File: config.mk
export PLATFORM = sky130hd
export DESIGN_NAME = pulse_train_gen_flat
export DESIGN_NICKNAME = d
export VERILOG_FILES = /design/src/rtl/edge_pkg.sv /design/src/rtl/pulse_train_gen_if.sv /design/src/rtl/phase_counter.sv /design/src/rtl/pulse_train_gen.sv /design/src/flat_wrapper.sv
export SDC_FILE = /design/constraint.sdc
export NUM_CORES = 1
export LEC_CHECK = 0
export CAP_MARGIN = 10
export CORE_ASPECT_RATIO = 0.6
export CORE_UTILIZATION = 52
export DETAILED_ROUTE_END_ITERATION = 10
export GPL_ROUTABILITY_DRIVEN = 1
export HOLD_SLACK_MARGIN = 0.12
export PLACE_DENSITY = 0.79
export SLEW_MARGIN = 5
export SYNTH_ARGS = -nofsm -noshare
export SYNTH_HDL_FRONTEND = slang
export SYNTH_HIERARCHICAL = 1
export SYNTH_SLANG_ARGS = --single-unit
File: constraint.sdc
create_clock -name clk -period 5.9 [get_ports clk]
set_clock_uncertainty 0.05 [all_clocks]
set_input_delay 1.18 -clock clk [delete_from_list [all_inputs] [get_ports clk]]
set_output_delay 1.18 -clock clk [all_outputs]
set_load 0.1 [all_outputs]
File: src/rtl/edge_pkg.sv
// Shared definitions for the edge-event path (pulse_train_gen and edge_detector).
// Contents:
//   CNT_W_DEF / NUM_W_DEF : default counter and pulse-index widths.
//   state_t               : pulse_train_gen FSM encoding. 2'd3 is illegal and
//                           recovers to ST_IDLE.
package edge_pkg;

    localparam int CNT_W_DEF = 8;
    localparam int NUM_W_DEF = 4;

    typedef enum logic [1:0] {
        ST_IDLE = 2'd0,
        ST_HIGH = 2'd1,
        ST_LOW  = 2'd2
    } state_t;

endpackage

File: src/rtl/pulse_train_gen_if.sv
// Control and status bundle for pulse_train_gen.
// Signals:
//   trig, abort, cfg_width, cfg_gap, cfg_num : master -> generator
//   d, busy, done, pulse_idx, state_dbg      : generator -> master
// Handshake: there is no valid/ready pair. trig is a single-cycle request that
// is taken only when the generator is idle (busy=0, including the done cycle).
// A trig seen while busy is dropped, not queued. abort is a synchronous cancel
// that wins over trig. cfg_* only needs to be stable in the cycle trig is high.
// state_dbg mirrors the FSM register for checkers.
interface pulse_train_gen_if
    import edge_pkg::*;
#(
    parameter int CNT_W = CNT_W_DEF,
    parameter int NUM_W = NUM_W_DEF
) ();

    logic             trig;
    logic             abort;
    logic [CNT_W-1:0] cfg_width;
    logic [CNT_W-1:0] cfg_gap;
    logic [NUM_W-1:0] cfg_num;
    logic             d;
    logic             busy;
    logic             done;
    logic [NUM_W-1:0] pulse_idx;
    state_t           state_dbg;

    modport master (
        output trig, abort, cfg_width, cfg_gap, cfg_num,
        input  d, busy, done, pulse_idx, state_dbg
    );

    modport slave (
        input  trig, abort, cfg_width, cfg_gap, cfg_num,
        output d, busy, done, pulse_idx, state_dbg
    );

endinterface

File: src/rtl/phase_counter.sv
// Loadable down counter that times one HIGH or LOW phase.
// Ports:
//   clk, rst_n : clock, asynchronous active-low reset (count clears to 0)
//   load       : load load_val (wins over en)
//   en         : decrement by one; holds at zero instead of wrapping
//   load_val   : phase length minus one
//   zero       : counter is currently 0, i.e. this is the phase's last cycle
module phase_counter #(
    parameter int W = 8
) (
    input  logic         clk,
    input  logic         rst_n,
    input  logic         load,
    input  logic         en,
    input  logic [W-1:0] load_val,
    output logic         zero
);

    localparam logic [W-1:0] ONE = 1;

    logic [W-1:0] cnt_q;
    logic [W-1:0] cnt_d;

    always_comb begin
        cnt_d = cnt_q;
        if (load) begin
            cnt_d = load_val;
        end else if (en && (cnt_q != '0)) begin
            cnt_d = cnt_q - ONE;
        end
    end

    always_ff @(posedge clk or negedge rst_n) begin
        if (!rst_n) begin
            cnt_q <= '0;
        end else begin
            cnt_q <= cnt_d;
        end
    end

    assign zero = (cnt_q == '0);

endmodule

File: src/rtl/pulse_train_gen.sv
// Burst pulse generator: on an accepted trig, emits cfg_num high pulses of
// max(cfg_width,1) cycles separated by max(cfg_gap,1) low cycles on d.
// Ports:
//   clk, rst_n : clock, asynchronous active-low reset
//   bus        : pulse_train_gen_if slave (trig/abort/cfg_* in,
//                d/busy/done/pulse_idx/state_dbg out, all registered)
module pulse_train_gen
    import edge_pkg::*;
#(
    parameter int CNT_W = CNT_W_DEF,
    parameter int NUM_W = NUM_W_DEF
) (
    input  logic               clk,
    input  logic               rst_n,
    pulse_train_gen_if.slave   bus
);

    localparam logic [CNT_W-1:0] CNT_ONE = 1;
    localparam logic [NUM_W-1:0] IDX_ONE = 1;

    state_t           state_q, state_d;
    logic             d_q, d_d;
    logic             busy_q, busy_d;
    logic             done_q, done_d;
    logic [NUM_W-1:0] idx_q, idx_d;
    // Shadow copies of the burst configuration; phase lengths kept as length-1
    // so they load straight into the down counter.
    logic [CNT_W-1:0] wid_m1_q, wid_m1_d;
    logic [CNT_W-1:0] gap_m1_q, gap_m1_d;
    logic [NUM_W-1:0] num_q, num_d;

    logic [CNT_W-1:0] cfg_wid_m1;
    logic [CNT_W-1:0] cfg_gap_m1;
    logic             cnt_load;
    logic             cnt_en;
    logic [CNT_W-1:0] cnt_load_val;
    logic             cnt_zero;

    // A zero width or gap behaves as one cycle.
    assign cfg_wid_m1 = (bus.cfg_width == '0) ? '0 : bus.cfg_width - CNT_ONE;
    assign cfg_gap_m1 = (bus.cfg_gap   == '0) ? '0 : bus.cfg_gap   - CNT_ONE;

    phase_counter #(.W(CNT_W)) u_phase_counter (
        .clk      (clk),
        .rst_n    (rst_n),
        .load     (cnt_load),
        .en       (cnt_en),
        .load_val (cnt_load_val),
        .zero     (cnt_zero)
    );

    always_comb begin
        state_d      = state_q;
        d_d          = d_q;
        busy_d       = busy_q;
        done_d       = 1'b0;
        idx_d        = idx_q;
        wid_m1_d     = wid_m1_q;
        gap_m1_d     = gap_m1_q;
        num_d        = num_q;
        cnt_load     = 1'b0;
        cnt_en       = 1'b0;
        cnt_load_val = wid_m1_q;

        if (bus.abort) begin
            // pulse_idx deliberately holds so the aborted position stays visible.
            state_d = ST_IDLE;
            d_d     = 1'b0;
            busy_d  = 1'b0;
        end else begin
            case (state_q)
                ST_IDLE: begin
                    if (bus.trig) begin
                        wid_m1_d = cfg_wid_m1;
                        gap_m1_d = cfg_gap_m1;
                        num_d    = bus.cfg_num;
                        if (bus.cfg_num == '0) begin
                            done_d = 1'b1;
                        end else begin
                            state_d      = ST_HIGH;
                            d_d          = 1'b1;
                            busy_d       = 1'b1;
                            idx_d        = '0;
                            cnt_load     = 1'b1;
                            cnt_load_val = cfg_wid_m1;
                        end
                    end
                end
                ST_HIGH: begin
                    if (!cnt_zero) begin
                        cnt_en = 1'b1;
                    end else if (idx_q == num_q - IDX_ONE) begin
                        // Last pulse: d falls, done fires and busy drops together.
                        state_d = ST_IDLE;
                        d_d     = 1'b0;
                        busy_d  = 1'b0;
                        done_d  = 1'b1;
                    end else begin
                        state_d      = ST_LOW;
                        d_d          = 1'b0;
                        cnt_load     = 1'b1;
                        cnt_load_val = gap_m1_q;
                    end
                end
                ST_LOW: begin
                    if (!cnt_zero) begin
                        cnt_en = 1'b1;
                    end else begin
                        state_d      = ST_HIGH;
                        d_d          = 1'b1;
                        idx_d        = idx_q + IDX_ONE;
                        cnt_load     = 1'b1;
                        cnt_load_val = wid_m1_q;
                    end
                end
                default: begin
                    state_d = ST_IDLE;
                    d_d     = 1'b0;
                    busy_d  = 1'b0;
                end
            endcase
        end
    end

    always_ff @(posedge clk or negedge rst_n) begin
        if (!rst_n) begin
            state_q  <= ST_IDLE;
            d_q      <= 1'b0;
            busy_q   <= 1'b0;
            done_q   <= 1'b0;
            idx_q    <= '0;
            wid_m1_q <= '0;
            gap_m1_q <= '0;
            num_q    <= '0;
        end else begin
            state_q  <= state_d;
            d_q      <= d_d;
            busy_q   <= busy_d;
            done_q   <= done_d;
            idx_q    <= idx_d;
            wid_m1_q <= wid_m1_d;
            gap_m1_q <= gap_m1_d;
            num_q    <= num_d;
        end
    end

    assign bus.d         = d_q;
    assign bus.busy      = busy_q;
    assign bus.done      = done_q;
    assign bus.pulse_idx = idx_q;
    assign bus.state_dbg = state_q;

endmodule

File: src/flat_wrapper.sv
// flat-port wrapper written by rule: the top's interface ports become plain ports
module pulse_train_gen_flat import edge_pkg::*;
#(
    parameter int CNT_W = CNT_W_DEF,
    parameter int NUM_W = NUM_W_DEF
)
  (clk, rst_n, bus_trig, bus_abort, bus_cfg_width, bus_cfg_gap, bus_cfg_num, bus_d, bus_busy, bus_done, bus_pulse_idx, bus_state_dbg);
  pulse_train_gen_if #(.CNT_W(CNT_W), .NUM_W(NUM_W)) bus_i ();
  input  logic clk;
  input  logic rst_n;
  input wire logic [$bits(bus_i.trig)-1:0] bus_trig;
  input wire logic [$bits(bus_i.abort)-1:0] bus_abort;
  input wire logic [$bits(bus_i.cfg_width)-1:0] bus_cfg_width;
  input wire logic [$bits(bus_i.cfg_gap)-1:0] bus_cfg_gap;
  input wire logic [$bits(bus_i.cfg_num)-1:0] bus_cfg_num;
  output wire logic [$bits(bus_i.d)-1:0] bus_d;
  output wire logic [$bits(bus_i.busy)-1:0] bus_busy;
  output wire logic [$bits(bus_i.done)-1:0] bus_done;
  output wire logic [$bits(bus_i.pulse_idx)-1:0] bus_pulse_idx;
  output wire logic [$bits(bus_i.state_dbg)-1:0] bus_state_dbg;
  assign bus_i.trig = bus_trig;
  assign bus_i.abort = bus_abort;
  assign bus_i.cfg_width = bus_cfg_width;
  assign bus_i.cfg_gap = bus_cfg_gap;
  assign bus_i.cfg_num = bus_cfg_num;
  assign bus_d = bus_i.d;
  assign bus_busy = bus_i.busy;
  assign bus_done = bus_i.done;
  assign bus_pulse_idx = bus_i.pulse_idx;
  assign bus_state_dbg = bus_i.state_dbg;
  pulse_train_gen #(.CNT_W(CNT_W), .NUM_W(NUM_W)) u_core (.clk(clk), .rst_n(rst_n), .bus(bus_i));
endmodule
==> results of run 1 <==
[layout by cell type (no fill, tap or decap), drive strengths merged, types with 2 or more instances in the layout]
cell           count
nand2             38
dfrtp             36
clkdlybuf4s50     32
nor2              24
o21ai             22
inv               17
nor3              12
nand3             11
ha                11
a21oi              9
o31ai              8
mux2i              7
xnor2              6
a221o              6
clkbuf             6
nand2b             5
xor2               4
o22ai              4
a31oi              4
nor3b              4
mux2               4
buf                4
a211o              4
o2111ai            3
o21a               3
or4                3
and2               3
or3b               3
nor4               3
o41a               2
or2                2
a211oi             2
or3                2
o221ai             2
nand4              2
clkinv             2
[state kept, by name (all words and copies together) (netlist names)]
name	flops
u_core/bus.pulse_idx	4
u_core/bus.busy	1
u_core/bus.state_dbg	1
u_core/wid_m1_q	8
u_core/bus.d	1
u_core/u_phase_counter/cnt_q	8
u_core/gap_m1_q	8
u_core/bus.done	1
u_core/num_q	4
[area by class of cell]
class                      instances  area (µm²)
inverter                          18        67.6
fill                             394        1640
tap                               63        78.8
multi-input combinational        227        1500
sequential                        36         901
clock inverter                     1        5.00
clock buffer                       6        72.6
timing repair buffer              36         350
[worst min-delay path, stage by stage, from the launching register on]
cell and delay [ns]:
dfrtp_1 0.34, nand2_1 0.05, o31ai_1 0.06
[final timing paths]
path	endpoint	startpoint	cells past startpoint
min reg2reg	u_core/wid_m1_q[3]$_DFFE_PN0P_	u_core/wid_m1_q[3]$_DFFE_PN0P_	2
max	u_core/u_phase_counter/cnt_q[3]$_DFFE_PN0P_	bus_abort	5
min	u_core/wid_m1_q[3]$_DFFE_PN0P_	u_core/wid_m1_q[3]$_DFFE_PN0P_	2
max in group asynchronous	u_core/wid_m1_q[0]$_DFFE_PN0P_	rst_n	2
max reg2reg	u_core/u_phase_counter/cnt_q[3]$_DFFE_PN0P_	u_core/u_phase_counter/cnt_q[0]$_DFFE_PN0P_	9
min in group asynchronous	u_core/bus.d$_DFFE_PN0P_	rst_n	2
[layer usage]
| metal | vias to the layer above | track usage [%] | share of wire, % |
|---|---|---|---|
| met4 | 0 | 7.37 | 1.1 |
| li1 | 1139 | - | - |
| met2 | 91 | 36.8 | 44 |
| met5 | - | 0 | 0 |
| met3 | 8 | 6.15 | 6.6 |
| met1 | 1162 | 40.0 | 49 |
[logic make-up after synthesis]
kind of cell,after synthesis
mux,11
fa+ha+maj,11
xor+xnor,11
flops,36
simple gates,116
buf+inv,30
compound gates,78
[metrics by stage]
step	power, mW	std cells	util, %	setup WS, ns
finish	1.28	387	64.4	2.36
global route	1.37	387	64.4	2.27
CTS	1.27	387	64.4	2.42
detailed placement	1.10	380	62.8	2.17
global placement	1.08	380	62.8	2.30
floorplan	0.926	293	-	2.68
[power groups by stage]
stage / sequential [mW] / combinational [mW] / clock (mW)
final: 0.454 / 0.660 / 0.167
after global routing: 0.470 / 0.721 / 0.184
after CTS: 0.452 / 0.651 / 0.168
after detailed placement: 0.455 / 0.646 / 0
after global placement: 0.450 / 0.631 / 0
after floorplan: 0.488 / 0.438 / 0
==> impl_metrics.tcl, run 1 <==
set metrics [dict create \
    hold_class "flip-flop to flip-flop" \
    io_pins 33 \
    ys.flop_type "dfrtp_1" \
    p_switching_mw 0.586 \
    grt_pass1_vias 2023 \
    yosys-top-cells-area "dfrtp_1, nand2_1, ha_1" \
    synth-edff-count 0 \
    synth_commonest_cells "nand2_1, dfrtp_1, nor2_1" \
    grt-ovfl-total 0 \
    r2r_slack_ns 2.82 \
    dp.final_hpwl_um 4600 \
    power.share.switching_pct 45.7 \
    place_congestion 0.864 \
    p_int_mw 0.695 \
    die_area_um2 5120 \
    timing.hold.ws_ns 0.437 \
    p_per_area_nw_per_um2 431 \
    die_h_um 55.8 \
    cts-buffers-inserted 5 \
    max_stage_delay_ns 0.71 \
    antenna_found_initial 0 \
    io_buffers 32 \
    drv_cap 0 \
    initial_utilization_pct 54.4 \
    p_seq_share_pct 35.5 \
    drive_above_1_share_pct 7.41 \
    seq_area_frac_synth_pct 35.9 \
    status "complete, no violations" \
    ant_nets 0 \
    synthMuxAreaShare_pct 4.59 \
    post_cts_resized 0 \
    async_reset_ff_share_pct 100 \
    setup_violations 0 \
    wire_per_inst_um 16.1 \
    cp_top_family "simple AND/OR/NAND/NOR gates" \
    cts-hold-fix-buffers 0 \
    cts.reportedPaths.clkPinSlew_ns 0.07 \
    clkPwrFrac_pct 13.0 \
    yosys_warnings 6 \
    synth_largest_area_cell "dfrtp_1" \
    crit_required_ns 6.05 \
    p_leak_nw 1.22 \
    final_area_um2 2970 \
    root_buffer "clkbuf_8" \
    fin_crit_sh_pct 60.0 \
    synth_seq_cells 36 \
    area_delta_synth_final_pct 18.4 \
    power_frac_comb_pct 51.5 \
    hold_viol 0 \
    htreeDepth 2 \
    drt_iter0_markers 206 \
    die_w_um 91.7 \
    slew_headroom_pct 34.4 \
    cts_buffer_depth 2 \
    synth_top_family_by_area "simple AND/OR/NAND/NOR gates" \
    post_cts_buffers 0 \
    worstMarginPinSlew_ns 0.982 \
    grt_max_degree 37 \
    synthSimpleGateAreaFrac_pct 22.8 \
    wl_um 6220 \
    cp-end-kind "flip-flop" \
    via_per_inst 6.20 \
    cp_max_fo 15 \
    synth-compound-area-share_pct 22.1 \
    synth.avg_cell_area_um2 8.57 \
    cts_tree "done" \
    syn_area_um2 2510 \
    finalSetupTns_ns 0 \
    max-vdd-ir-drop_mv 0.230 \
    insertion_delay_ns 0.29 \
    synth.distinct_cells 54 \
    row_count 19 \
    rsz0062_at_grt "no" \
    syn_inst 293 \
    drc 0 \
    nets 359 \
    synthXorXnorAreaFrac_pct 4.39 \
    crit_path_start_kind "primary input" \
    synth_fa_ha_area_share_pct 5.48 \
    first_pass_iters 5 \
    worstPathArrival_ns 3.69 \
    critPathBufInv 1 \
    grtUsageTotal_pct 26.2 \
    yosysTopAreaCellShare_pct 35.9 \
    cts_sinks 36 \
    synthMostInstantiatedCell "nand2_1" \
    place_area_um2 2890 \
    fin_crit_ns 3.54 \
    path_class "primary input to flip-flop" \
    crit_chain "clkdlybuf4s50_1, nor3b_1, or3b_1, or4_1, o221ai_1" \
    grt_pass1_wl_um 10300 \
    core_um2 4610 \
    n_antenna_cell 0 \
    finalMaxSlewViolations 0 \
    timing.fmax_mhz 282 \
    syn-num-nets 328 \
    vias 2400 \
    cp_slowest_cell "nor3b_1" \
]
No activity file was read; power rests on OpenSTA's default activity.
==> run 2, diff against run 1 <==
Clock period 5.9 ns to 3.33 ns, I/O delays scaled along.
==> run 2 against run 1 <==
Compared with the run above: clock-buffer cell count increased by 2; hold slack got worse by 0.00055 ns; first-iteration DRC count up 13%; design area rose by 1.7%; critical endpoint is now u_core/u_phase_counter/cnt_q[0]$_DFFE_PN0P_.
==> impl_metrics.tcl, run 2 (synthesized netlist as in run 1, its figures left out) <==
set metrics [dict create \
    die_w_um 91.7 \
    worst_slack_ns 0.432 \
    row_count 19 \
    dp.final_hpwl_um 4700 \
    rsz0062_at_grt "no" \
    mostFrequentLayoutCell "nand2_1" \
    seq_area_um2 901 \
    fillers 399 \
    hold_class "flip-flop to flip-flop" \
    max-vdd-ir-drop_mv 0.385 \
    fin_cells 396 \
    first_pass_iters 5 \
    via_per_inst 6.10 \
    drt_iter0_markers 233 \
    grtUsageTotal_pct 26.7 \
    cts-hold-fix-buffers 0 \
    place_congestion 0.866 \
    n_antenna_cell 0 \
    timing.hold.ws_ns 0.436 \
    crit_path_start_kind "flip-flop" \
    worstReg2RegStart "u_core/u_phase_counter/cnt_q[0]$_DFFE_PN0P_" \
    fin_crit_ns 2.90 \
    grt_pass1_vias 2146 \
    drive_above_1_share_pct 12.3 \
    io_pins 33 \
    nets 367 \
    drc 0 \
    grt_pass1_wl_um 10600 \
    fin_crit_sh_pct 87.0 \
    cts_buffer_depth 2 \
    post_cts_resized 0 \
    status "complete, no violations" \
    rr_worst_depth 10 \
    p_leak_nw 1.28 \
    die_area_um2 5120 \
    cts_sinks 36 \
    drv_cap 0 \
    finalSetupTns_ns 0 \
    cp-startpoint "u_core/u_phase_counter/cnt_q[0]$_DFFE_PN0P_" \
    io_buffers 32 \
    cts.reportedPaths.clkPinSlew_ns 0.07 \
    root_buffer "clkbuf_8" \
    worstMarginPinSlew_ns 0.616 \
    cts_tree "done" \
    area_delta_synth_final_pct 20.4 \
    crit_end "u_core/u_phase_counter/cnt_q[0]$_DFFE_PN0P_" \
    cp-end-kind "flip-flop" \
    r2r-end "u_core/u_phase_counter/cnt_q[0]$_DFFE_PN0P_" \
    r2r_slack_ns 0.43 \
    wire_per_inst_um 15.9 \
    post_cts_buffers 0 \
    timing.fmax_mhz 345 \
    hold_viol 0 \
    setup_violations 0 \
    multi_input_area_um2 1500 \
    crit_required_ns 3.44 \
    cts-buffers-inserted 5 \
    grt-ovfl-total 0 \
    htreeDepth 2 \
    insertion_delay_ns 0.29 \
    cp_max_fo 4 \
    vias 2417 \
    worstPathArrival_ns 3.01 \
    initial_utilization_pct 54.4 \
    die_h_um 55.8 \
    finalMaxSlewViolations 0 \
    post-place-ws_ns 0.319 \
    p_per_area_nw_per_um2 769 \
    top_regs "u_core/gap_m1_q (8), u_core/u_phase_counter/cnt_q (8), u_core/wid_m1_q (8)" \
    ant_nets 0 \
    grt_max_degree 37 \
    final_cell_mix "nand2_1, dfrtp_1, nor2_1" \
    slew_headroom_pct 58.6 \
    antenna_found_initial 0 \
    fin_util_pct 65.5 \
    path_class "flip-flop to flip-flop" \
    numPlacedInstances 388 \
    wl_um 6280 \
    core_um2 4610 \
]
[run 2: changes by cell type in the layout (fill, tap and decap cells not counted)]
cell             delta
buf_4              +17
clkbuf_1            +1
clkbuf_8            +1
clkdlybuf4s50_1     -9
clkinv_2            -1
[run 2: layout make-up]
class | instances | share of cell area, %
multi-input combinational | 227 | 49.5
sequential | 36 | 29.8
timing repair buffer | 44 | 12.8
clock buffer | 8 | 2.98
tap | 63 | 2.61
inverter | 18 | 2.24
[run 2: per-stage QoR]
step / area, µm² / total power [mW]
floorplan: 2510 / 1.64
global placement: 2930 / 1.94
detailed placement: 2930 / 1.98
CTS: 3020 / 2.31
global route: 3020 / 2.47
finish: 3020 / 2.32
[run 2: routing by layer]
metal,wire [µm],track usage [%],up-vias,part of all wire (%)
met5,0,0,-,0
met2,2740,39.2,100,44
met3,471,5.46,7,7.5
met1,3020,40.8,1161,48
li1,-,-,1149,-
met4,47,5.36,0,0.75
[run 2: worst max-delay path, stage by stage (launching register included)]
cell	delay, ns
dfrtp_1	0.41
inv_1	0.11
ha_1	0.23
or3b_2	0.50
nor2_1	0.32
nand2_1	0.16
a21oi_1	0.21
o31ai_1	0.15
a221o_1	0.38
a21oi_1	0.16
nand3_1	0.09
[run 2: worst min-delay path by stage]
stage                                   startpoint                        endpoint  cells after the start
floorplan                                    rst_n     u_core/bus.busy$_DFFE_PN0P_                      0
detailed placement  u_core/gap_m1_q[3]$_DFFE_PN0P_  u_core/gap_m1_q[3]$_DFFE_PN0P_                      2
CTS                 u_core/gap_m1_q[3]$_DFFE_PN0P_  u_core/gap_m1_q[3]$_DFFE_PN0P_                      2
finish              u_core/gap_m1_q[3]$_DFFE_PN0P_  u_core/gap_m1_q[3]$_DFFE_PN0P_                      2
global route        u_core/wid_m1_q[3]$_DFFE_PN0P_  u_core/wid_m1_q[3]$_DFFE_PN0P_                      2
global placement    u_core/gap_m1_q[3]$_DFFE_PN0P_  u_core/gap_m1_q[3]$_DFFE_PN0P_                      2
[run 2: where the power goes]
| group | switching [mW] | leakage, nW | internal, mW |
|---|---|---|---|
| Combinational | 0.706 | 0.786 | 0.479 |
| Clock | 0.155 | 0.0455 | 0.169 |
| Sequential | 0.194 | 0.453 | 0.621 |
==> run 3, diff against run 2 <==
Settings changed: CTS_CLUSTER_SIZE set to 14.
==> results of run 3 <==
No change in the layout: final DEF, timing and power equal those of run 2.
